--- config.mk ---
export PLATFORM = sky130hd
export DESIGN_NAME = fxp_to_flp_stream
export DESIGN_NICKNAME = d
export VERILOG_FILES = /design/src/rtl/fxp_to_flp_stream.sv
export SDC_FILE = /design/constraint.sdc
export NUM_CORES = 1
export LEC_CHECK = 0
export BUFFER_PORTS_ARGS = -buffer_cell sky130_fd_sc_hd__buf_2
export CORE_MARGIN = 2
export CORE_UTILIZATION = 51
export CTS_CLUSTER_DIAMETER = 80
export DETAILED_ROUTE_END_ITERATION = 8
export GPL_TIMING_DRIVEN = 0
export PLACE_DENSITY = 0.79
export SLEW_MARGIN = 25
export SYNTH_ARGS = -nofsm -noshare
export SYNTH_HDL_FRONTEND = slang
export SYNTH_SLANG_ARGS = --single-unit
--- constraint.sdc ---
create_clock -name CLK -period 7.38 [get_ports CLK]
set_clock_uncertainty 0.1 [all_clocks]
set_input_delay 0.738 -clock CLK [delete_from_list [all_inputs] [get_ports CLK]]
set_output_delay 0.738 -clock CLK [all_outputs]
set_load 0.01 [all_outputs]
--- src/rtl/fxp_to_flp_stream.sv ---
// fxp_to_flp_stream
//   Streaming fixed-point to IEEE-754 single-precision converter with an
//   output FIFO. Input words land in stage 1. The float conversion is
//   combinational on the stage-1 word, and the result is written into the
//   FIFO on the next edge. Written words are grouped into frames of
//   C_GROUP_LEN, and FLP_LAST flags the final word of each frame.
//
//   Configuration macro: FLP_ZERO_FLUSH_EN
//     defined   : a zero input stores the exact +0.0 bit pattern.
//     undefined : the raw converter word is stored. The exponent of a zero
//                 word is meaningless, so qualify it with FLP_ZERO.
//
// Ports
//   CLK         clock, rising edge
//   RST         asynchronous active-high reset
//   FXP_VALID   input word valid
//   FXP_READY   stage can accept an input word
//   FXP_DATA    two's-complement fixed-point input (C_FXP_POINT frac bits)
//   FLP_VALID   FIFO head valid
//   FLP_READY   consumer accepts the head
//   FLP_DATA    float word at the FIFO head (0 when empty)
//   FLP_ZERO    head word came from a zero input
//   FLP_LAST    head word is the last of its frame
//   FIFO_LEVEL  FIFO occupancy, 0..C_FIFO_DEPTH
module fxp_to_flp_stream #(
  parameter int C_FXP_WIDTH  = 16,
  parameter int C_FXP_POINT  = 12,
  parameter int C_FLP_WIDTH  = 32,
  parameter int C_FIFO_DEPTH = 8,
  parameter int C_GROUP_LEN  = 3
) (
  input  logic                            CLK,
  input  logic                            RST,
  input  logic                            FXP_VALID,
  output logic                            FXP_READY,
  input  logic [C_FXP_WIDTH-1:0]          FXP_DATA,
  output logic                            FLP_VALID,
  input  logic                            FLP_READY,
  output logic [C_FLP_WIDTH-1:0]          FLP_DATA,
  output logic                            FLP_ZERO,
  output logic                            FLP_LAST,
  output logic [$clog2(C_FIFO_DEPTH):0]   FIFO_LEVEL
);

  localparam int AW = $clog2(C_FIFO_DEPTH);
  localparam int LW = AW + 1;
  localparam int GW = (C_GROUP_LEN > 1) ? $clog2(C_GROUP_LEN) : 1;
  localparam int EW = C_FLP_WIDTH + 2;

  // Same arithmetic as fixed_to_float_converter. The leading one of |x| sets
  // the exponent, and the bits below it form the left-justified mantissa.
  function automatic logic [C_FLP_WIDTH-1:0] fxp_to_flp(
    input logic signed [C_FXP_WIDTH-1:0] x
  );
    logic [C_FXP_WIDTH-1:0]    mag;
    logic [C_FXP_WIDTH-1:0]    norm;
    logic [C_FXP_WIDTH+22:0]   ext;
    logic [7:0]                expo;
    int                        lz;
    mag = x[C_FXP_WIDTH-1] ? -x : x;
    lz  = C_FXP_WIDTH;
    for (int i = 0; i < C_FXP_WIDTH; i++) begin
      if (mag[i]) lz = C_FXP_WIDTH - 1 - i;
    end
    // Shifting out the leading one leaves only the fraction bits.
    norm = mag << (lz + 1);
    ext  = {norm, 23'd0};
    expo = 8'(128 + C_FXP_WIDTH - C_FXP_POINT - 2 - lz);
    return {x[C_FXP_WIDTH-1], expo, ext[C_FXP_WIDTH+22 -: 23]};
  endfunction

  logic                          rdy_en;
  logic                          s1_valid;
  logic signed [C_FXP_WIDTH-1:0] s1_data;
  logic [AW-1:0]                 wr_ptr;
  logic [AW-1:0]                 rd_ptr;
  logic [LW-1:0]                 level;
  logic [GW-1:0]                 grp_cnt;
  logic [EW-1:0]                 mem [C_FIFO_DEPTH];

  logic                          accept;
  logic                          push;
  logic                          pop;
  logic                          s1_zero;
  logic                          s1_last;
  logic [C_FLP_WIDTH-1:0]        s1_flp;
  logic [EW-1:0]                 head;

  assign accept  = FXP_VALID & FXP_READY;
  assign push    = s1_valid;
  assign pop     = FLP_VALID & FLP_READY;
  assign s1_zero = (s1_data == '0);
  assign s1_last = (grp_cnt == GW'(C_GROUP_LEN - 1));

`ifdef FLP_ZERO_FLUSH_EN
  assign s1_flp = s1_zero ? '0 : fxp_to_flp(s1_data);
`else
  assign s1_flp = fxp_to_flp(s1_data);
`endif

  // The word held in stage 1 is counted as occupied. A write is then always
  // guaranteed a free slot, even if no pop happens on the same edge.
  assign FXP_READY = rdy_en &&
                     (({1'b0, level} + (LW+1)'(s1_valid)) < (LW+1)'(C_FIFO_DEPTH));

  assign head       = mem[rd_ptr];
  assign FLP_VALID  = (level != '0);
  assign FLP_DATA   = FLP_VALID ? head[C_FLP_WIDTH-1:0] : '0;
  assign FLP_ZERO   = FLP_VALID & head[C_FLP_WIDTH];
  assign FLP_LAST   = FLP_VALID & head[C_FLP_WIDTH+1];
  assign FIFO_LEVEL = level;

  // Control state. Ready is held low until the first edge after reset.
  always_ff @(posedge CLK or posedge RST) begin
    if (RST) begin
      rdy_en   <= 1'b0;
      s1_valid <= 1'b0;
      wr_ptr   <= '0;
      rd_ptr   <= '0;
      level    <= '0;
      grp_cnt  <= '0;
    end else begin
      rdy_en   <= 1'b1;
      s1_valid <= accept;
      if (push) begin
        wr_ptr  <= wr_ptr + 1'b1;
        grp_cnt <= s1_last ? '0 : grp_cnt + 1'b1;
      end
      if (pop) rd_ptr <= rd_ptr + 1'b1;
      case ({push, pop})
        2'b10:   level <= level + 1'b1;
        2'b01:   level <= level - 1'b1;
        default: level <= level;
      endcase
    end
  end

  // Stage 0 -> stage 1 capture, and stage 1 -> FIFO write.
  always_ff @(posedge CLK) begin
    if (accept) s1_data <= FXP_DATA;
    if (push)   mem[wr_ptr] <= {s1_last, s1_zero, s1_flp};
  end

endmodule
# Yosys cells after proc, flatten, opt, wreduce, memory -nomap -nowiden
# Memories as Yosys holds them, arrays and structs flattened.
# Index checks and enable logic that the tools add are counted.
[totals]
out_inout_bits = 40
inputBits = 20
n_memories = 1
mem_bits_rw = 216
elab_cells = 52
reg_bits = 30
[memory_table]
columns = ["name", "words", "width", "rd", "rd_ports_with_merged_regs", "write_ports", "line", "rtl"]
rows = [
  ["mem", 8, 27, 1, 0, 1, "79", "logic [EW-1:0] mem [C_FIFO_DEPTH];"],
]
[op_classes]
magnitude_cmp = 1
mux = 22
n_shift = 1
add_sub_neg = 9
n_reduce_logical = 4
bitwise = 4
n_eq_ne = 3
[op_table]
columns = ["cell", "n"]
rows = [
  ["$mux W32", 16],
  ["$add A32 B2 Y32 const B", 1],
  ["$shl A16 B32 Y16", 1],
  ["$logic_not A16 Y1", 1],
  ["$mux W16", 1],
  ["$neg A16 Y16", 1],
  ["$pmux W4 S2", 1],
  ["$sub A8 B8 Y8 const A", 1],
  ["$add A3 B1 Y3 const B", 2],
  ["$add A4 B1 Y5", 1],
  ["$lt A5 B4 Y1 const B", 1],
  ["$mux W5", 1],
  ["$add A4 B1 Y4 const B", 1],
  ["$and A1 B1 Y1", 4],
  ["$eq A2 B2 Y1 const B", 2],
  ["$reduce_bool A4 Y1", 1],
  ["$sub A4 B1 Y4 const B", 1],
  ["$add A2 B1 Y2 const B", 1],
  ["$eq A2 B1 Y1 const B", 1],
  ["$mux W1", 2],
  ["$mux W2", 1],
  ["$reduce_bool A2 Y1", 1],
  ["$logic_and A1 B1 Y1", 1],
]

# Longest topological paths before layout
[depth]
word_depth = 20
ltp_mapped = 21
mapped_depth_nobuf = 17

# Least setup slack after synthesis
# Ideal clock, no wire load.
[synth_path]
path_kind = "register -> register"
startpoint = "register s1_data[0]"
endpoint = "memory mem[0][12] (netlist name) (data pin)"
period_less_slack_ns = 5.347
n_path_buf = 5
path_stages_with_launch = 21
t_arrival_ns = 4.964
required_time_ns = 6.997
setup_ns = 0.283
path_slack_ns = 2.033
path_cell_list = "edfxtp_1 clkbuf_1 inv_1 ha_1 buf_2 or3b_2 clkbuf_1 o41ai_1 xnor2_1 o21a_1 nor3_1 buf_2 inv_2 ha_1 inv_1 o2111a_2 nor3_4 inv_4 clkbuf_1 a21oi_1 a221oi_1"
[synth_via]
elab_chain_len = 20
[synth_rtl]
columns = ["element", "line", "rtl"]
rows = [
  ["start: declaration", "74", "logic signed [C_FXP_WIDTH-1:0] s1_data;"],
  ["start signal: assignment", "140", "if (accept) s1_data <= FXP_DATA;"],
  ["$neg A16 Y16", "60", "mag = x[C_FXP_WIDTH-1] ? -x : x;"],
  ["$mux W16 *", "60", ""],
  ["$mux W5", "63", "if (mag[i]) lz = C_FXP_WIDTH - 1 - i;"],
  ["$mux W32 (15 in a row)", "63", ""],
  ["$add A32 B2 Y32", "66", "norm = mag << (lz + 1);"],
  ["$shl A16 B32 Y16 *", "66", ""],
  ["net s1_flp[19]", "86", "logic [C_FLP_WIDTH-1:0] s1_flp;"],
  ["end: declaration", "79", ""],
]
# Mark *: on every way through the listed nets, which the timed path passes. The rest lies on a longest branch.

# Worst setup path in the final report
[layout_path]
startpoint = "register s1_data[0]"
endpoint = "memory mem[4][15] (netlist name) (data pin)"
# The elaborated chain is that of the path after synthesis.

==> impl_results.md <==
* Max rail drop VDD at 229.7 µV
* H-tree lvl count at 1
* Reg-to-Reg End: mem[4][15]
* R2r setup slk at 0.67 ns
* Placed cells at 1063
* Vias/cell at just over 6
* Critical path capture point type: register
* Cell count after synthesis at 710
* Clock Path Buffers at 3
* Final WS setup at 0.6682 ns
* Row cnt at 54
* Post-route ant nets at 0
* Worst setup SP type: register
* Drt total wl at 25.06 mm
* Largest net degree at the start of global routing at 21
* Commonest cells after routing, fill and taps aside: edfxtp_1 (232), mux4_2 (61), buf_2 (57), nor2_1 (51), mux2i_1 (38)
* Setup WS pre-CTS at 0.6565 ns
* GRT Util Overall at 21.51%
* P&R area growth vs syn at 15.52%
* Commonest non-fill, non-tap cell in the layout: edfxtp_1
* CTS Buf Count at 26
* Fmax achieved at approximately 150 MHz
* DR pass1 iterations at 5
* Maxcap violations at 0
* Post-layout minimum cycle time at 6.712 ns
* Clk_lat worst skew at 0.54 ns
* Slew Viols, Final at 0
* Area of the die at 23400 µm²
* Die width at 153.0 µm
* Pwr dens at 365.7 nW/µm²
* Final nets at 840
* Fillers at 1591
* Critical Path RT at 7.46 ns
* Critical Path Max Stage Delay at 0.65 ns
* Synth Cell Area at 11320 µm²
* Core area at between 20000 and 25000 µm²
* Crit-path slowest cell: nor4_1
* Post-synth ARST share at ~5.7%
* Yosys cell types at 71
* Wire per inst at ~23 µm
* Final period util at 90.95%
* EDFF count, synth at 232
* Final non-filler cell total at 1112
* Max-slew headroom at 32.28%
* Grt ovf at 0
* Register clock-pin slew on the reported worst setup and hold paths at roughly 0.060 ns
* Setup TNS at 0 ns
* Total number of vias at 6820
* CP delay by family, top: buffers and inverters
* First-pass GRT wire length at about 39 mm
* R2R cell count at 18
* TritonCTS clock tree: built
* Seq cells post-synth at between 200 and 250
* Starting Density at 51.85%
* Worst-Margin Slew at 1.008 ns
* Hold Fails Final Rpt at 0
* R2R Path Start: s1_data[0]
* Drt initial violations at 575
* Boundary Pins at 60
* Synth Flop Type: edfxtp_1
* Crit-path most repeated cell: clkbuf_1
* Layout cells sized above 1 at 25.87%
* Syn avg cell area at 15.94 µm²
* Sequence of cells on the critical path: clkbuf_1, inv_1, ha_1, buf_2, or3b_2, clkbuf_1, o41ai_1, xnor2_1, o21a_1, nor3_1, buf_2, inv_2, ha_1, clkbuf_1, clkbuf_1, a2111oi_0, nor4_1, o21bai_1
* Final Wtd Congestion at 0.8924
* Hold Path Class: input pin to async pin
* Final Util at ~60%
* Root Buffer: clkbuf_16
* RSZ-0062 raised after global routing: no
* Bufs and invs on worst path at 8
* Status: complete, no violations
* Final Setup Violations at 0
* Vias in the first global route at between 6000 and 7000
* Cts hold-fix bufs at 0
* P_leak at 4.490 nW
* Sequential share of the synthesized area at ~65%
* Drt drc at 0
* DP HPWL at 16.64 mm
* CTS Sinks at 246
* Port buffer count at 52
* Setup Crit Path Kind: register to register
* Crit Path Max Fanout at 17
* Height of the die at 153.0 µm
* Initial antenna violation count at 0
* Synth Warn # at 0
* CP Data Arrival Time at around 7 ns
-- registers in the layout, summed over array words and instances, names as in the netlist --
name	count
FIFO_LEVEL	4
s1_data	16
grp_cnt	2
rdy_en	1
push	1
wr_ptr	3
mem	216
rd_ptr	3
-- through the flow --
step | instance area [µm²] | power, mW | hold WS [ns]
after floorplan | 11340 | 3.028 | 0.3653
after global placement | 11950 | 3.498 | 0.3770
after detailed placement | 12260 | 3.580 | 0.3881
after CTS | 13050 | 4.799 | 0.1368
after global routing | 13070 | 5.001 | 0.1942
final | 13070 | 4.780 | 0.1249
-- Yosys cell counts (3+ instances only) --
cell type,count,share of area (%)
a211oi_1,6,0.40
a21o_1,4,0.27
a21oi_1,13,0.57
a31oi_1,5,0.28
a32oi_1,4,0.31
and2_1,4,0.22
and3_1,3,0.17
buf_1,11,0.36
buf_2,4,0.18
buf_4,8,0.53
clkbuf_1,22,0.73
dfrtp_1,14,3.1
edfxtp_1,232,62
ha_1,8,0.88
inv_1,17,0.56
mux2_2,5,0.50
mux2i_1,38,3.4
mux4_2,61,12
nand2_1,31,1.0
nand2b_1,8,0.44
nand3_1,8,0.35
nor2_1,57,1.9
nor2b_1,3,0.17
nor3_1,11,0.49
nor4_1,16,0.88
o2111a_1,3,0.30
o2111ai_1,3,0.23
o211ai_1,4,0.27
o21ai_0,11,0.49
o21bai_1,4,0.27
o31a_1,3,0.23
o31ai_1,6,0.40
or2_2,6,0.33
or3_1,3,0.17
or4_1,4,0.27
xnor2_1,16,1.2
xor2_1,8,0.62
-- layer usage --
| layer | share of wire [%] | GRT usage, % | vias up |
|---|---|---|---|
| li1 | - | - | 3026 |
| met1 | 40 | 29.48 | 3415 |
| met2 | 49 | 35.94 | 315 |
| met3 | 7.6 | 3.459 | 64 |
| met4 | 3.0 | 6.526 | 0 |
| met5 | 0 | 0 | - |
-- worst max path at each step --
stage,start,to,cells after the start
after floorplan,s1_data[0],mem[0][12],20
after global placement,s1_data[0],mem[0][12],20
after detailed placement,s1_data[0],mem[4][6],21
after CTS,s1_data[0],mem[0][12],20
after global routing,s1_data[0],mem[1][4],20
final,s1_data[0],mem[4][15],18
-- worst register-to-register path, delay by kind of cell (launching register included) --
kind / cells / cell delay (ns)
buffers and inverters: 8 / 2.28
AOI/OAI and AO/OA: 4 / 1.42
and+or+nand+nor: 3 / 1.37
adders and majority gates: 2 / 0.53
DFF: 1 / 0.43
xor gates and xnor gates: 1 / 0.24
-- kinds of logic after synthesis --
family,Yosys count,synth area share (%)
XOR/XNOR,24,1.858
multiplexers,104,16.00
flip-flops,246,64.66
buffers and inverters,67,2.687
adder cells (fa/ha/maj),9,1.062
AO/OA/AOI/OAI,92,6.314
AND/OR/NAND/NOR,166,7.353
other,2,0.06637
-- power by group --
part	switching (mW)	leakage, nW	internal [mW]
sequential	0.0684	2.27	1.80
combinational	0.997	1.83	0.707
clock	0.528	0.388	0.684
total	1.59	4.49	3.19
-- final cells by class --
type | instances | area, µm² | area share (%)
repair buffers | 67 | 498.0 | 3.809
well taps | 280 | 350.3 | 2.680
flip-flops and latches | 246 | 7317 | 55.97
clock buffers | 32 | 673.1 | 5.149
clock inverters | 16 | 115.1 | 0.8806
multi-input cells | 403 | 3811 | 29.15
plain buffers | 47 | 227.7 | 1.742
inverters | 20 | 77.57 | 0.5934
diodes | 1 | 2.502 | 0.01914
-- what timing repair did --
item,in CTS,in global routing
hold endpoints to repair,0,0
setup buffers,0,0
endpoints found under the setup margin,0,16
gates resized for setup,0,2
Note: power is estimated with default switching activity, not from simulation.
